[config.mk]
export PLATFORM = sky130hd
export DESIGN_NAME = axis_frame_bridge
export DESIGN_NICKNAME = d
export VERILOG_FILES = /design/src/rtl/endec_pkg.sv /design/src/rtl/axis_piso.sv /design/src/rtl/axis_frame_bridge.sv
export SDC_FILE = /design/constraint.sdc
export NUM_CORES = 2
export LEC_CHECK = 0
export CELL_PAD_IN_SITES_DETAIL_PLACEMENT = 1
export CELL_PAD_IN_SITES_GLOBAL_PLACEMENT = 2
export CORE_AREA = 10 10 486 488
export CTS_BUF_LIST = sky130_fd_sc_hd__clkbuf_4 sky130_fd_sc_hd__clkbuf_8
export CTS_CLUSTER_SIZE = 12
export DETAILED_ROUTE_END_ITERATION = 12
export DIE_AREA = 0 0 496 498
export GPL_TIMING_DRIVEN = 0
export PLACE_DENSITY = 0.7
export SLEW_MARGIN = 20
export SYNTH_ARGS = -nofsm -noshare
export SYNTH_HDL_FRONTEND = slang
export SYNTH_SLANG_ARGS = --single-unit
[constraint.sdc]
create_clock -name sys_clk -period 6.1 [get_ports sys_clk]
set_input_delay 1.83 -clock sys_clk [delete_from_list [all_inputs] [get_ports sys_clk]]
set_output_delay 1.83 -clock sys_clk [all_outputs]
set_load 0.005 [all_outputs]
[src/rtl/endec_pkg.sv]
// Shared types and default widths for the stream front end of the encoder/decoder core.
package endec_pkg;

  localparam int unsigned DEF_DATA_W = 64;
  localparam int unsigned DEF_CFG_W  = 64;
  localparam int unsigned DEF_IN_W   = 512;
  localparam int unsigned DEF_OUT_W  = 512;
  localparam int unsigned DEF_CNT_W  = 16;

  typedef enum logic [2:0] {
    S_CFG,
    S_PAY,
    S_DRAIN,
    S_START,
    S_WAIT,
    S_SEND
  } state_t;

endpackage

[src/rtl/axis_piso.sv]
// Parallel-in/serial-out AXI-Stream transmitter: loads a wide word and emits it MSB-first,
// with tlast on the final beat.
module axis_piso #(
  parameter int unsigned DATA_W = 64,
  parameter int unsigned OUT_W  = 512
) (
  input  logic              clk,
  input  logic              rst,
  input  logic              load,
  input  logic [OUT_W-1:0]  load_data,
  output logic [DATA_W-1:0] tdata,
  output logic              tvalid,
  output logic              tlast,
  input  logic              tready,
  output logic              last_xfer
);

  localparam int unsigned BEATS = OUT_W / DATA_W;
  localparam int unsigned CW    = (BEATS > 1) ? $clog2(BEATS) : 1;

  logic [OUT_W-1:0] sreg_q;
  logic [CW-1:0]    cnt_q;
  logic             busy_q;
  logic             at_last;

  assign at_last = (cnt_q == CW'(BEATS - 1));

  always_ff @(posedge clk) begin
    if (rst) begin
      sreg_q <= '0;
      cnt_q  <= '0;
      busy_q <= 1'b0;
    end else if (load) begin
      sreg_q <= load_data;
      cnt_q  <= '0;
      busy_q <= 1'b1;
    end else if (busy_q && tready) begin
      sreg_q <= sreg_q << DATA_W;
      cnt_q  <= cnt_q + 1'b1;
      if (at_last) busy_q <= 1'b0;
    end
  end

  assign tdata     = sreg_q[OUT_W-1 -: DATA_W];
  assign tvalid    = busy_q;
  assign tlast     = busy_q && at_last;
  assign last_xfer = busy_q && tready && at_last;

endmodule

[src/rtl/axis_frame_bridge.sv]
// AXI-Stream front end: deserialises a cfg beat plus payload packet for the core, then
// serialises the core result back out, with framing-error detection and status counters.
module axis_frame_bridge
  import endec_pkg::*;
#(
  parameter int unsigned DATA_W = DEF_DATA_W,
  parameter int unsigned CFG_W  = DEF_CFG_W,
  parameter int unsigned IN_W   = DEF_IN_W,
  parameter int unsigned OUT_W  = DEF_OUT_W,
  parameter int unsigned CNT_W  = DEF_CNT_W
) (
  input  logic              sys_clk,
  input  logic              rst,
  input  logic [DATA_W-1:0] s_axis_tdata,
  input  logic              s_axis_tvalid,
  input  logic              s_axis_tlast,
  output logic              s_axis_tready,
  output logic [DATA_W-1:0] m_axis_tdata,
  output logic              m_axis_tvalid,
  output logic              m_axis_tlast,
  input  logic              m_axis_tready,
  output logic [CFG_W-1:0]  o_cfg,
  output logic [IN_W-1:0]   o_frame,
  output logic              o_start,
  input  logic              i_done,
  input  logic [OUT_W-1:0]  i_result,
  output logic              o_err,
  output logic [CNT_W-1:0]  o_frames_ok,
  output logic [CNT_W-1:0]  o_err_count
);

  localparam int unsigned BEATS_IN = IN_W / DATA_W;
  localparam int unsigned BW       = (BEATS_IN > 1) ? $clog2(BEATS_IN) : 1;

  if (IN_W % DATA_W != 0) begin : g_bad_in_w
    $error("IN_W must be a multiple of DATA_W");
  end
  if (OUT_W % DATA_W != 0) begin : g_bad_out_w
    $error("OUT_W must be a multiple of DATA_W");
  end
  if (CFG_W > DATA_W) begin : g_bad_cfg_w
    $error("CFG_W must not exceed DATA_W");
  end

  state_t            state_q, state_d;
  logic [BW-1:0]     beat_q;
  logic [CFG_W-1:0]  cfg_q;
  logic [IN_W-1:0]   frame_q;
  logic              err_q, err_d;
  logic [CNT_W-1:0]  frames_ok_q, err_count_q;
  logic              in_xfer, pay_last, piso_load, piso_done;

  assign in_xfer  = s_axis_tvalid && s_axis_tready;
  assign pay_last = (beat_q == BW'(BEATS_IN - 1));

  always_ff @(posedge sys_clk) begin
    if (rst) state_q <= S_CFG;
    else     state_q <= state_d;
  end

  always_comb begin
    state_d = state_q;
    unique case (state_q)
      S_CFG:   if (in_xfer) state_d = s_axis_tlast ? S_PAY : S_DRAIN;
      S_PAY: begin
        if (in_xfer) begin
          if (s_axis_tlast) state_d = pay_last ? S_START : S_CFG;
          else if (pay_last) state_d = S_DRAIN;
        end
      end
      S_DRAIN: if (in_xfer && s_axis_tlast) state_d = S_CFG;
      S_START: state_d = S_WAIT;
      S_WAIT:  if (i_done) state_d = S_SEND;
      S_SEND:  if (piso_done) state_d = S_CFG;
      default: state_d = S_CFG;
    endcase
  end

  always_comb begin
    s_axis_tready = !rst && (state_q inside {S_CFG, S_PAY, S_DRAIN});
    o_start       = (state_q == S_START);
    piso_load     = (state_q == S_WAIT) && i_done;
    err_d         = 1'b0;
    // A payload tlast is an error unless it lands exactly on the last beat, and vice versa.
    if (in_xfer) begin
      if (state_q == S_CFG) err_d = !s_axis_tlast;
      if (state_q == S_PAY) err_d = (s_axis_tlast != pay_last);
    end
  end

  always_ff @(posedge sys_clk) begin
    if (rst) begin
      beat_q      <= '0;
      cfg_q       <= '0;
      frame_q     <= '0;
      err_q       <= 1'b0;
      frames_ok_q <= '0;
      err_count_q <= '0;
    end else begin
      err_q <= err_d;
      if (err_d && (err_count_q != '1)) err_count_q <= err_count_q + 1'b1;
      if (piso_done && (frames_ok_q != '1)) frames_ok_q <= frames_ok_q + 1'b1;
      if ((state_q == S_CFG) && in_xfer && s_axis_tlast) begin
        cfg_q  <= s_axis_tdata[CFG_W-1:0];
        beat_q <= '0;
      end
      if ((state_q == S_PAY) && in_xfer) begin
        frame_q[(BEATS_IN - 1 - beat_q) * DATA_W +: DATA_W] <= s_axis_tdata;
        beat_q <= beat_q + 1'b1;
      end
    end
  end

  axis_piso #(
    .DATA_W (DATA_W),
    .OUT_W  (OUT_W)
  ) u_piso (
    .clk       (sys_clk),
    .rst       (rst),
    .load      (piso_load),
    .load_data (i_result),
    .tdata     (m_axis_tdata),
    .tvalid    (m_axis_tvalid),
    .tlast     (m_axis_tlast),
    .tready    (m_axis_tready),
    .last_xfer (piso_done)
  );

  assign o_cfg       = cfg_q;
  assign o_frame     = frame_q;
  assign o_err       = err_q;
  assign o_frames_ok = frames_ok_q;
  assign o_err_count = err_count_q;

endmodule

==> results.py <==
metrics = {
    "sta": {
        "fin_crit_ps": 5820,
        "setup_viol": 0,
        "slew_viol_final": 0,
        "rsz0062_at_grt": "false",
        "finalSetupTns_ps": 0,
        "worst_pin_slew_ps": 1230,
        "hold_violations": 0,
        "min_period_over_period_pct": 95.5,
        "fin_skew_ps": 47.4,
        "fmax_ghz": 0.172,
        "slew_headroom_pct": 18.3,
    },
    "worst_setup_path": {
        "critPathLaunch": "rst",
        "crit_path_start_kind": "input pin",
        "critPathKind": "input pin to primary output",
        "crit_path_end_kind": "primary output",
        "cp.required_ps": 4270,
        "cp_max_fo": 10,
        "timing.rr.start": "beat_q[1]",
        "cp.arrival_ps": 3990,
    },
    "power": {
        "p_int_w": 0.0125,
        "finalPower_w": 0.0168,
        "power.share.switching_pct": 25.7,
        "irDropWorstVdd_mv": 0.202,
        "p_seq_share_pct": 44.5,
        "clock_power_share_pct": 48.7,
        "p_per_area_mw_per_mm2": 255,
        "switchingPower_w": 0.00432,
        "leakagePower_nw": 22.2,
        "pwr-share-comb_pct": 6.8,
    },
    "logic_synthesis": {
        "synth_area_mm2": 0.0447,
        "syn-instance-count": 5725,
        "ys_seq_area_share_pct": 50.6,
        "synth_mux_area_share_pct": 0.162,
        "synth-xor-area-share_pct": 0.490,
        "ys_ff_latch": 1131,
        "yosysWarningCount": 0,
        "synth_fa_ha_area_share_pct": 0.252,
        "syn_nets": 6316,
        "synth-simple-area-share_pct": 27.2,
        "yosysUniqueCellTypes": 51,
        "synth_top_family_by_area": "simple AND/OR/NAND/NOR gates",
        "synth_compound_area_share_pct": 15.4,
        "syn_avg_cell_area_um2": 7.81,
    },
    "cts": {
        "clockBufferDepth": 3,
        "cts_hold_repair.buffers": 0,
        "clkLatencyLatePin_ps": 970,
        "cts.sinks": 1131,
        "htree_levels": 4,
        "root_buffer": "clkbuf_8",
        "clk_pin_slew_ps": 70,
        "cts_buffers": 213,
        "cts_tree": "built",
    },
    "layout": {
        "drive_gt1_share_pct": 7.93,
        "fillers": 27100,
        "area_growth_pct": 47.6,
        "seq_area_mm2": 0.0226,
        "nets": 7796,
        "final_core_util_pct": 29.2,
        "fin_cells": 10400,
        "multi_input_area_mm2": 0.0195,
    },
    "routing": {
        "met3_length_um": 22900,
        "vias_per_cell": 4.73,
        "avgRoutedWirePerCell_um": 28.9,
        "via_count": 49300,
        "ant_nets": 0,
        "met2WireLength_um": 131000,
        "first_pass_iters": 5,
        "drt_iter0_drc": 3704,
        "dr.max_layer_used": "met5",
        "wirelength_met1_um": 137000,
        "drcViolationCount": 0,
        "wl_um": 301000,
    },
    "grt": {
        "gr-total-overflow": 0,
        "grt_max_degree": 17,
        "grt_first_pass_wirelength_um": 408000,
        "antenna_found_initial": 127,
        "grtUsageTotal_pct": 23.1,
        "grt_pass1_vias": 50200,
    },
    "outcome": {
        "status": "finished, final reports clean",
    },
    "placed_design": {
        "dpl.hpwl_um": 245000,
        "port_buffers": 1258,
        "placedCellCount": 9999,
        "gp_congestion": 0.896,
    },
    "floorplanning": {
        "die_width_um": 496,
        "rows": 175,
        "die_h_um": 498,
        "ios": 1259,
        "coreArea_mm2": 0.226,
        "start_util_pct": 19.8,
        "die_area_mm2": 0.247,
    },
    "hold_path": {
        "hold_path.startpoint": "u_piso.sreg_q[12]",
        "hold_path.class": "register to register",
    },
    "job": {
        "cap_violations": 0,
    },
}
## logic make-up after synthesis
group,after synthesis
fa+ha+maj,9
xor+xnor,25
simple gates,2944
mux,7
flops,1131
compound gates,1033
buf+inv,576
## cells in the final DEF (no fill, tap or decap), types with 5 or more instances in the layout
cell / count
nor2b_1: 6
buf_4: 69
clkbuf_2: 15
and4_1: 5
nand3_1: 215
dfxtp_1: 1131
nor3_1: 107
nor2_1: 903
buf_2: 77
clkbuf_4: 76
nor4_1: 7
clkbuf_1: 381
a311oi_1: 449
mux2i_1: 5
o21ai_0: 6
clkbuf_8: 272
nand3b_1: 98
clkinv_2: 19
nand2b_1: 23
a21oi_1: 566
xnor2_1: 21
buf_6: 16
nand2_1: 1532
diode_2: 51
nand4_1: 13
buf_1: 23
clkdlybuf4s50_1: 1252
ha_1: 9
## worst paths after layout
kind                             to  slack, ps  cells after the start
setup reg to reg       o_frame[168]       2640                      8
hold reg to reg   u_piso.sreg_q[76]        450                      2
setup / recovery      s_axis_tready        280                      5
hold / removal    u_piso.sreg_q[76]        450                      2
## routing by layer
| layer | vias up | GRT usage (%) |
|---|---|---|
| met2 | 1951 | 35.4 |
| met5 | - | 0 |
| met3 | 460 | 5.82 |
| met1 | 24500 | 31.2 |
| li1 | 22400 | - |
| met4 | 22 | 8.13 |
## final cells by class
cell class,count,share of cell area (%)
inverter,3,0.0171
clock buffer,348,6.54
multi-input combinational,4018,29.5
buffer,573,3.96
antenna,51,0.193
tap,3009,5.70
clock inverter,35,0.495
sequential,1131,34.3
timing repair buffer,1265,19.3
## through the flow
step           setup WS (ps)  cell area [um2]  hold slack (ps)
5_1_grt                 52.2            66000              470
3_5_place_dp            -918            61200              446
3_3_place_gp            -873            61100              442
2_1_floorplan           1830            44700              448
6_report                 277            66000              450
4_1_cts                 18.8            65900              443
## power groups by stage
stage | clock network [W] | logic, W | registers (W)
detailed placement | 0 | 0.00114 | 0.00765
global route | 0.00871 | 0.00120 | 0.00749
floorplan | 0 | 0.000289 | 0.00764
CTS | 0.00838 | 0.00115 | 0.00749
global placement | 0 | 0.00113 | 0.00765
finish | 0.00820 | 0.00115 | 0.00749
## cells in the mapped netlist, drive strengths merged
cell type	count	area, um2
and3	4	25.0
nand3b	99	756
nor4bb	1	10.0
nand4b	2	17.5
inv	3	11.3
mux2i	5	50.1
and4bb	1	12.5
buf	177	1110
nand3	215	1080
a211oi	4	30.0
or4	1	7.51
or3	2	12.5
xor2	4	35.0
a311oi	449	3930
clkbuf	396	1490
nand4	15	106
a21oi	566	2830
nor3b	3	27.5
nand2b	23	144
or2	4	25.0
mux2	2	22.5
and4	5	43.8
nor4b	3	41.3
o32a	1	10.0
nor2b	6	37.5
nand4bb	1	11.3
a31oi	2	12.5
ha	9	113
nor4	10	83.8
nor2	905	3400
nand2	1532	5750
a21boi	1	7.51
a2bb2oi	1	8.76
xnor2	21	184
and2	4	25.0
a31o	1	8.76
o21ai	6	30.0
a2111oi	2	30.0
nor3	108	546
dfxtp	1131	22600
## timing repair
item | CTS | global route
endpoints found under the setup margin | 1 | 0
resized for setup | 3 | 0
setup buffers | 0 | 0
## critical path, cell delays in order
cell and delay [ps]:
clkdlybuf4s50_1 470, clkbuf_2 350, clkbuf_2 440, a211oi_1 400, dlygate4sd2_1 480
## state kept, by name (all words and copies together), names as in the netlist
| name | cells |
|---|---|
| beat_q | 3 |
| o_frame | 512 |
| o_err | 1 |
| u_piso.tvalid | 1 |
| state_q | 3 |
| u_piso.sreg_q | 512 |
| o_frames_ok | 16 |
| u_piso.cnt_q | 3 |
| o_err_count | 16 |
| o_cfg | 64 |
(Power assumes the default switching activity.)
